[config.mk]
export PLATFORM = sky130hd
export DESIGN_NAME = ps2_kbd_ctrl
export DESIGN_NICKNAME = d
export VERILOG_FILES = /design/src/rtl/ps2_kbd_pkg.sv /design/src/rtl/ps2_key_bitmap.sv /design/src/rtl/ps2_kbd_ctrl.sv
export SDC_FILE = /design/constraint.sdc
export NUM_CORES = 1
export LEC_CHECK = 0
export ABC_AREA = 1
export CORE_AREA = 5 5 99 101
export DETAILED_ROUTE_END_ITERATION = 8
export DIE_AREA = 0 0 104 106
export GPL_TIMING_DRIVEN = 0
export MAX_ROUTING_LAYER = met4
export PLACE_DENSITY = 0.48
export SETUP_SLACK_MARGIN = 0.4
export SLEW_MARGIN = 5
export SYNTH_ARGS = -nofsm -noshare
export SYNTH_HDL_FRONTEND = slang
export SYNTH_SLANG_ARGS = --single-unit
[constraint.sdc]
create_clock -name clk -period 1.7 [get_ports clk]
set_input_delay 0.425 -clock clk [delete_from_list [all_inputs] [get_ports clk]]
set_output_delay 0.425 -clock clk [all_outputs]
set_load 0.01 [all_outputs]
[src/rtl/ps2_kbd_pkg.sv]
// Shared types and scancode-set-2 byte constants for the PS/2 keyboard parser.
package ps2_kbd_pkg;

  typedef enum logic [2:0] {
    StIdle,
    StExt,
    StBrk,
    StExtBrk,
    StPause,
    StHold
  } state_e;

  localparam logic [7:0] PS2_EXT    = 8'hE0;
  localparam logic [7:0] PS2_BRK    = 8'hF0;
  localparam logic [7:0] PS2_PAUSE  = 8'hE1;
  localparam logic [7:0] PS2_BAT    = 8'hAA;
  localparam logic [7:0] PS2_ACK    = 8'hFA;
  localparam logic [7:0] PS2_ERR0   = 8'h00;
  localparam logic [7:0] PS2_ERR1   = 8'hFF;
  localparam logic [7:0] PS2_FSHIFT = 8'h12;

  localparam logic [2:0] PAUSE_SKIP = 3'd7;

endpackage

[src/rtl/ps2_key_bitmap.sv]
// 512-entry held-key bitmap indexed by {ext, code}; used by the typematic repeat filter.
module ps2_key_bitmap (
  input  logic       clk,
  input  logic       clrn,
  input  logic [8:0] idx,
  input  logic       set,
  input  logic       clr,
  input  logic       clr_all,
  output logic       hit
);

  logic [511:0] bits_q;

  always_ff @(posedge clk or negedge clrn) begin
    if (!clrn) begin
      bits_q <= '0;
    end else if (clr_all) begin
      bits_q <= '0;
    end else if (set) begin
      bits_q[idx] <= 1'b1;
    end else if (clr) begin
      bits_q[idx] <= 1'b0;
    end
  end

  assign hit = bits_q[idx];

endmodule

[src/rtl/ps2_kbd_ctrl.sv]
// Scancode-set-2 prefix folder between the PS/2 receiver FIFO and a valid/ready event port.
// Define PS2_REPEAT_FILTER_EN to drop typematic repeats of already-held keys.
module ps2_kbd_ctrl
  import ps2_kbd_pkg::*;
#(
  parameter int unsigned     TO_W   = 21,
  parameter logic [TO_W-1:0] TO_CYC = 21'd1_500_000
) (
  input  logic       clk,
  input  logic       clrn,
  input  logic       rx_ready,
  input  logic [7:0] rx_data,
  input  logic       rx_overflow,
  output logic       rx_pop,
  output logic       ev_valid,
  input  logic       ev_ready,
  output logic [7:0] ev_code,
  output logic       ev_ext,
  output logic       ev_rel,
  output logic [7:0] ev_cnt,
  output logic       err
);

  state_e          state_q, state_d;
  logic [TO_W-1:0] to_q, to_d;
  logic [2:0]      skip_q, skip_d;
  logic [7:0]      code_q, code_d;
  logic            ext_q, ext_d;
  logic            rel_q, rel_d;
  logic [7:0]      cnt_q, cnt_d;
  logic            err_q, err_d;
  logic            ovf_q;
  logic            run_q;

  logic       pop, ovf_rise, in_prefix, timeout, abort;
  logic       emit, emit_ext, emit_rel;
  logic [7:0] emit_code;

  // run_q keeps rx_pop low while reset is asserted even though the state is already Idle.
  assign pop       = rx_ready & run_q & (state_q != StHold);
  assign rx_pop    = pop;
  assign ovf_rise  = rx_overflow & ~ovf_q;
  assign in_prefix = (state_q == StExt) || (state_q == StBrk) ||
                     (state_q == StExtBrk) || (state_q == StPause);
  assign timeout   = in_prefix && (to_q == TO_CYC);
  assign abort     = timeout | (ovf_rise & (state_q != StHold));

`ifdef PS2_REPEAT_FILTER_EN
  logic bm_hit, bm_set, bm_clr, bm_ext;

  assign bm_ext = (state_q == StExt) || (state_q == StExtBrk);

  ps2_key_bitmap u_key_bitmap (
    .clk     (clk),
    .clrn    (clrn),
    .idx     ({bm_ext, rx_data}),
    .set     (bm_set),
    .clr     (bm_clr),
    .clr_all (ovf_rise),
    .hit     (bm_hit)
  );
`endif

  always_comb begin
    state_d   = state_q;
    skip_d    = skip_q;
    code_d    = code_q;
    ext_d     = ext_q;
    rel_d     = rel_q;
    cnt_d     = cnt_q;
    err_d     = err_q | ovf_rise;
    emit      = 1'b0;
    emit_ext  = 1'b0;
    emit_rel  = 1'b0;
    emit_code = rx_data;
`ifdef PS2_REPEAT_FILTER_EN
    bm_set    = 1'b0;
    bm_clr    = 1'b0;
`endif

    if (!in_prefix || pop) begin
      to_d = '0;
    end else begin
      to_d = to_q + TO_W'(1);
    end

    if (abort) begin
      // The byte popped in this cycle, if any, is dropped with the partial sequence.
      state_d = StIdle;
      err_d   = 1'b1;
    end else if (state_q == StHold) begin
      if (ev_ready) begin
        cnt_d   = cnt_q + 8'd1;
        state_d = StIdle;
      end
    end else if (pop) begin
      unique case (state_q)
        StIdle: begin
          case (rx_data)
            PS2_EXT:            state_d = StExt;
            PS2_BRK:            state_d = StBrk;
            PS2_PAUSE: begin
              state_d = StPause;
              skip_d  = PAUSE_SKIP;
            end
            PS2_BAT, PS2_ACK:   state_d = StIdle;
            PS2_ERR0, PS2_ERR1: err_d   = 1'b1;
            default:            emit    = 1'b1;
          endcase
        end
        StExt: begin
          if (rx_data == PS2_BRK) begin
            state_d = StExtBrk;
          end else if (rx_data == PS2_FSHIFT) begin
            state_d = StIdle;
          end else begin
            emit     = 1'b1;
            emit_ext = 1'b1;
          end
        end
        StBrk: begin
          emit     = 1'b1;
          emit_rel = 1'b1;
        end
        StExtBrk: begin
          if (rx_data == PS2_FSHIFT) begin
            state_d = StIdle;
          end else begin
            emit     = 1'b1;
            emit_ext = 1'b1;
            emit_rel = 1'b1;
          end
        end
        StPause: begin
          skip_d = skip_q - 3'd1;
          if (skip_q == 3'd1) begin
            emit      = 1'b1;
            emit_code = PS2_PAUSE;
          end
        end
        default: state_d = StIdle;
      endcase
    end

    if (emit) begin
      state_d = StHold;
      code_d  = emit_code;
      ext_d   = emit_ext;
      rel_d   = emit_rel;
`ifdef PS2_REPEAT_FILTER_EN
      // Pause is never tracked; a make of a key already held is a typematic repeat.
      if (state_q != StPause) begin
        if (emit_rel) begin
          bm_clr = 1'b1;
        end else if (bm_hit) begin
          state_d = StIdle;
          code_d  = code_q;
          ext_d   = ext_q;
          rel_d   = rel_q;
        end else begin
          bm_set = 1'b1;
        end
      end
`endif
    end
  end

  always_ff @(posedge clk or negedge clrn) begin
    if (!clrn) begin
      state_q <= StIdle;
      to_q    <= '0;
      skip_q  <= '0;
      code_q  <= '0;
      ext_q   <= 1'b0;
      rel_q   <= 1'b0;
      cnt_q   <= '0;
      err_q   <= 1'b0;
      ovf_q   <= 1'b0;
      run_q   <= 1'b0;
    end else begin
      state_q <= state_d;
      to_q    <= to_d;
      skip_q  <= skip_d;
      code_q  <= code_d;
      ext_q   <= ext_d;
      rel_q   <= rel_d;
      cnt_q   <= cnt_d;
      err_q   <= err_d;
      ovf_q   <= rx_overflow;
      run_q   <= 1'b1;
    end
  end

  assign ev_valid = (state_q == StHold);
  assign ev_code  = code_q;
  assign ev_ext   = ext_q;
  assign ev_rel   = rel_q;
  assign ev_cnt   = cnt_q;
  assign err      = err_q;

endmodule
# Word level (Yosys, flattened, before mapping)
# Cells that the tools add are included.
# op_classes
n_reduce_logical,17
eq_ne,19
n_addsub,3
n_bitwise,9
n_mux,38
# ops
operator,count
"== test 8 bit, second input constant",6
two-way mux 8 bit,5
two-way mux 3 bit,8
one-hot mux 3 bit (4 select lines),2
"adder 21 x 1 -> 21 bit, second input constant",1
"== test 21 bit, second input constant",1
two-way mux 21 bit,1
two-way mux 1 bit,18
"adder 8 x 1 -> 8 bit, second input constant",1
"== test 8 x 5 -> 1 bit, second input constant",1
logical NOT 8 bit,1
"!= test 4 x 1 -> 1 bit, second input constant",2
"!= test 8 bit, second input constant",1
OR reduction 7 bit,1
"== test 3 x 1 -> 1 bit, second input constant",2
"== test 3 x 2 -> 1 bit, second input constant",2
"== test 3 bit, second input constant",2
one-hot mux 3 bit (2 select lines),1
OR reduction 2 bit,3
one-hot mux 1 bit (5 select lines),1
AND reduction 5 bit,1
AND 1 bit,4
logical OR 1 bit,4
one-hot mux 1 bit (2 select lines),2
other kinds (12),15
# totals
out_inout_bits,21
elab_cells,96
reg_bits,48

# Logic depth before layout (Yosys ltp)
# Gate-level depths: netlist (run 1).
# logic_depth
ltp_word,9
mapped_depth,12

# Least setup slack after synthesis (run 1)
# No wires, ideal clock.
# synth_path
path_type,reg-to-reg
start,register to_q[0]
end,register to_q[14]
slack_ns,0.154
setup_ns,0.136
arrival_ns,1.410
n_path_buf,0
t_required_ns,1.564
path_stages_with_launch,11
cell_sequence,dfrtp_1 ha_1 nand3_2 nor2_2 nand2_2 nor2_4 nand2_2 nor2_4 inv_2 nor3b_1 nor3_1
# synth_between
elab_chain_len,2
# synth_rtl
item,line,text
from (decl),ps2_kbd_ctrl.sv:25,"logic [TO_W-1:0] to_q, to_d;"
from (signal assigned),ps2_kbd_ctrl.sv:182,to_q <= to_d;
adder 21 x 1 -> 21 bit,ps2_kbd_ctrl.sv:84,to_d = to_q + TO_W'(1);
two-way mux 21 bit,ps2_kbd_ctrl.sv:81,if (!in_prefix || pop) begin
named net to_d[14],ps2_kbd_ctrl.sv:25,
# The timed path passes the listed nets, and every way through them passes these cells.
# A chain may end at the register's enable or synchronous reset.

# Final worst setup path (run 1)
# layout_path
start,register to_q[1]
end,register to_q[14]
# The elaborated chain is that of the path after synthesis.

==> metrics, run 1 <==
CTS tree=built; R2R Path End=to_q[14]$_DFF_PN0_; Worst Path Required=1.92 ns; unrepaired setup endpoints after global routing=yes; syn avg cell area=7.815 um2; Max Clock Freq=0.5894 GHz; most common cell in the synthesized netlist=nand2_1; Main synth FF type=dfrtp_1; IO Count=34; Post-synth EDFFs=0; post-synthesis compound-gate area fraction=0.09362; CTS sink count=48; vias in the first global route=2665; leading area contributor after synthesis=dfrtp_1; Port Buffers=33; layout cells sized above 1=0.4681; n_diodes=0; Final Wtd Congestion=0.8248; Iter 0 DRT Violations=57; post-DP HPWL=4.770 mm; Synth top area share=0.4342; CP max FO=5; antenna violations before repair=0; Seq/Total Area, Yosys=0.4342; VDD IR max=0.0004187 V; Syn Nets=372; slew margin rel.=0.6245; cells along the critical path=ha_2 -> nand3_4 -> nor2_4 -> nand2_2 -> nor2_4 -> nand2_4 -> nor2_4 -> inv_4 -> nor2_2 -> nor2_1 -> nor3_1; total chip power=4.746 mW; Initial Util=0.3097; Reg clk slew, reported paths=0.10 ns; final setup fails=0; outcome=finished, final reports clean; kind of critical path=flop to flop; Synth Area in Adders=0.02261; Fin. Hold Viols=0; core area=8934 um2; crit-path most repeated cell=nor2_4; min-delay worst type=input port to async pin; cell area after synthesis=2766 um2; clk_skew=0.01406 ns; RR Startpoint=to_q[1]$_DFF_PN0_; Final ANT Viol Nets=0; mux cell area share after synthesis=0; total track usage=0.1377; post-synthesis cell type count=33; reported leakage power=2.037 nW; root buffer cell=clkbuf_8; #FFs+latches synth=48; slowest stage cell, crit path=dfrtp_1; die area=11020 um2; Critical Path Max Stage Delay=0.40 ns; Power per Cell Area=1137 nW/um2; synth cell count leaders=nand2_1, dfrtp_1, inv_1; router iterations before antenna repair=4; Syn Inst Count=354; Max Root-Sink Buffers=2; CTS Buf Count=5; yosys warns=0; Worst Tran Pin Value=0.5633 ns; Post-Route WL=7.456 mm; residual DRC count=0; Rows=35; worst reg2reg setup slack=0.003 ns; Routed wire per std cell=13.17 um; max cap viols=0; crit path DAT=1.92 ns; Worst-Skew Late Latency=0.31 ns; Setup WS post-layout=0.003267 ns; Max Slew Vio Count=0; area grow syn2layout=50.84%; placed inst area=3282 um2; gr ovfl total=0; largest family of logic cells by synthesized area=simple AND/OR/NAND/NOR gates; simple-gate share of the synthesized area=0.3360; Reg2Reg Depth=11; Period minus WS final=1.697 ns; via/cell ratio=4.664; post-synthesis xor/xnor area fraction=0.03166; largest net degree at the start of global routing=27; chip width=104 um; largest cells by area after synthesis=dfrtp_1, nand2_1, inv_1, nor2_1, nand3_1; post-route cell area=4173 um2; DP Worst Slack=-0.6790 ns; ys async rst share=1.000; Final Net Count=472; global-route wire length before repair=12.29 mm; critical path startpoint category=flop; routed via count=2640; Die Ht=106 um; H-tree Lvls=2; CP endpoint kind=flop; fin crit share=0.9981
how the worst max path moves through the flow:
| stage | start | to | slack, ns | cells past startpoint |
|---|---|---|---|---|
| 2_1_floorplan | to_q[0]$_DFF_PN0_ | to_q[14]$_DFF_PN0_ | 0.17 | 10 |
| 3_3_place_gp | clrn | state_q[1]$_DFFE_PN0P_ | -1.48 | 1 |
| 3_5_place_dp | rx_ready | rx_pop | -0.68 | 6 |
| 4_1_cts | state_q[1]$_DFFE_PN0P_ | ev_valid | 0.02 | 4 |
| 5_1_grt | to_q[1]$_DFF_PN0_ | to_q[14]$_DFF_PN0_ | -0.14 | 11 |
| 6_report | to_q[1]$_DFF_PN0_ | to_q[14]$_DFF_PN0_ | 0.003 | 11 |
per-stage QoR:
step | util | instances | TNS (ns) | hold WS [ns]
6_report | 0.4671 | 566 | 0 | 0.08309
5_1_grt | 0.4671 | 566 | -1.484 | 0.1221
4_1_cts | 0.4251 | 547 | 0 | 0.09677
3_3_place_gp | 0.3657 | 498 | -72.06 | 0.4578
2_1_floorplan | - | 354 | 0 | 0.1294
3_5_place_dp | 0.3674 | 499 | -9.920 | 0.4503
what timing repair did:
| item | 4_1_cts | 5_1_grt |
|---|---|---|
| cloned | 3 | 1 |
| pin swaps | 21 | 24 |
| setup buffers | 37 | 18 |
| gates resized for setup | 156 | 65 |
| hold buffers | 0 | 0 |
| endpoints found under the setup margin | 63 | 59 |
flip-flops by register name, summed over array words and instances (netlist names):
signal,cells
run_q,1
skip_q,3
state_q,3
to_q,21
ovf_q,1
err,1
ev_cnt,8
ev_rel,1
ev_code,8
ev_ext,1
critical path: cells and delay by family (launching register included):
family | cells | cell delay [ns]
adder cells (fa/ha/maj) | 1 | 0.23
buffers and inverters | 1 | 0.06
flip-flops | 1 | 0.40
AND/OR/NAND/NOR | 9 | 0.90
layout by cell type (no fill, tap or decap), types with 2 or more instances in the layout:
cell	instances
nand2_2	22
buf_2	18
a21oi_2	3
inv_4	4
nand3_1	14
clkdlybuf4s50_1	2
nor3_1	5
a21oi_1	10
nor3_2	8
xnor2_1	3
ha_1	3
dfrtp_1	45
nor2_2	9
nor3_4	2
nand3_2	5
nand2_1	67
o2111ai_1	4
nor3b_2	2
inv_1	34
xor2_1	6
nand3_4	5
dfrtp_2	3
buf_8	3
ha_2	2
clkbuf_8	5
buf_6	15
inv_2	11
nor2_1	22
o21ai_2	14
buf_4	48
nand4_1	9
o21ai_1	6
dlygate4sd2_1	8
nand2_4	9
o21ai_0	2
nor2_4	13
per-layer routing:
metal,part of all wire,global-route usage,vias up
met5,0,-,-
met1,0.42,0.1547,1261
met2,0.53,0.2404,36
met3,0.034,0.03339,12
li1,-,-,1331
met4,0.020,0.04625,0
cell families after synthesis:
| logic type | after synthesis |
|---|---|
| AOI/OAI and AO/OA | 42 |
| xor gates and xnor gates | 10 |
| adders and majority gates | 5 |
| buffers and inverters | 54 |
| DFF | 48 |
| other | 1 |
| and+or+nand+nor | 194 |
final cells by class:
| type | count | area, um2 |
|---|---|---|
| Clock buffer | 5 | 68.82 |
| Sequential cell | 48 | 1205 |
| Buffer | 5 | 63.81 |
| Timing Repair Buffer | 93 | 752.0 |
| Multi-Input combinational cell | 252 | 1708 |
| Fill cell | 906 | 4761 |
| Clock inverter | 3 | 42.54 |
| Tap cell | 111 | 138.9 |
| Inverter | 49 | 193.9 |
report_power, final:
part / leakage (nW) / total, mW / switching [mW] / internal, mW
Sequential: 0.618 / 1.54 / 0.171 / 1.37
Clock: 0.0541 / 0.857 / 0.421 / 0.436
Combinational: 1.36 / 2.35 / 1.27 / 1.08
Total: 2.04 / 4.75 / 1.86 / 2.88
Power figures use the tool's default switching activity.
==> run 2: changes to the inputs <==
--- a/config.mk
+++ b/config.mk
@@ -7,6 +7,7 @@
 export LEC_CHECK = 0
 export ABC_AREA = 1
 export CORE_AREA = 5 5 99 101
+export CTS_CLUSTER_DIAMETER = 200
 export DETAILED_ROUTE_END_ITERATION = 8
 export DIE_AREA = 0 0 104 106
 export GPL_TIMING_DRIVEN = 0
==> results of run 2 <==
No change in the layout: final DEF, timing and power equal those of run 1.
==> run 3: changes to the inputs <==
--- a/config.mk
+++ b/config.mk
@@ -14,7 +14,7 @@
 export MAX_ROUTING_LAYER = met4
 export PLACE_DENSITY = 0.48
 export SETUP_SLACK_MARGIN = 0.4
-export SLEW_MARGIN = 5
+export SLEW_MARGIN = 10
 export SYNTH_ARGS = -nofsm -noshare
 export SYNTH_HDL_FRONTEND = slang
 export SYNTH_SLANG_ARGS = --single-unit
==> results of run 3 <==
No change in the layout: final DEF, timing and power equal those of run 1.
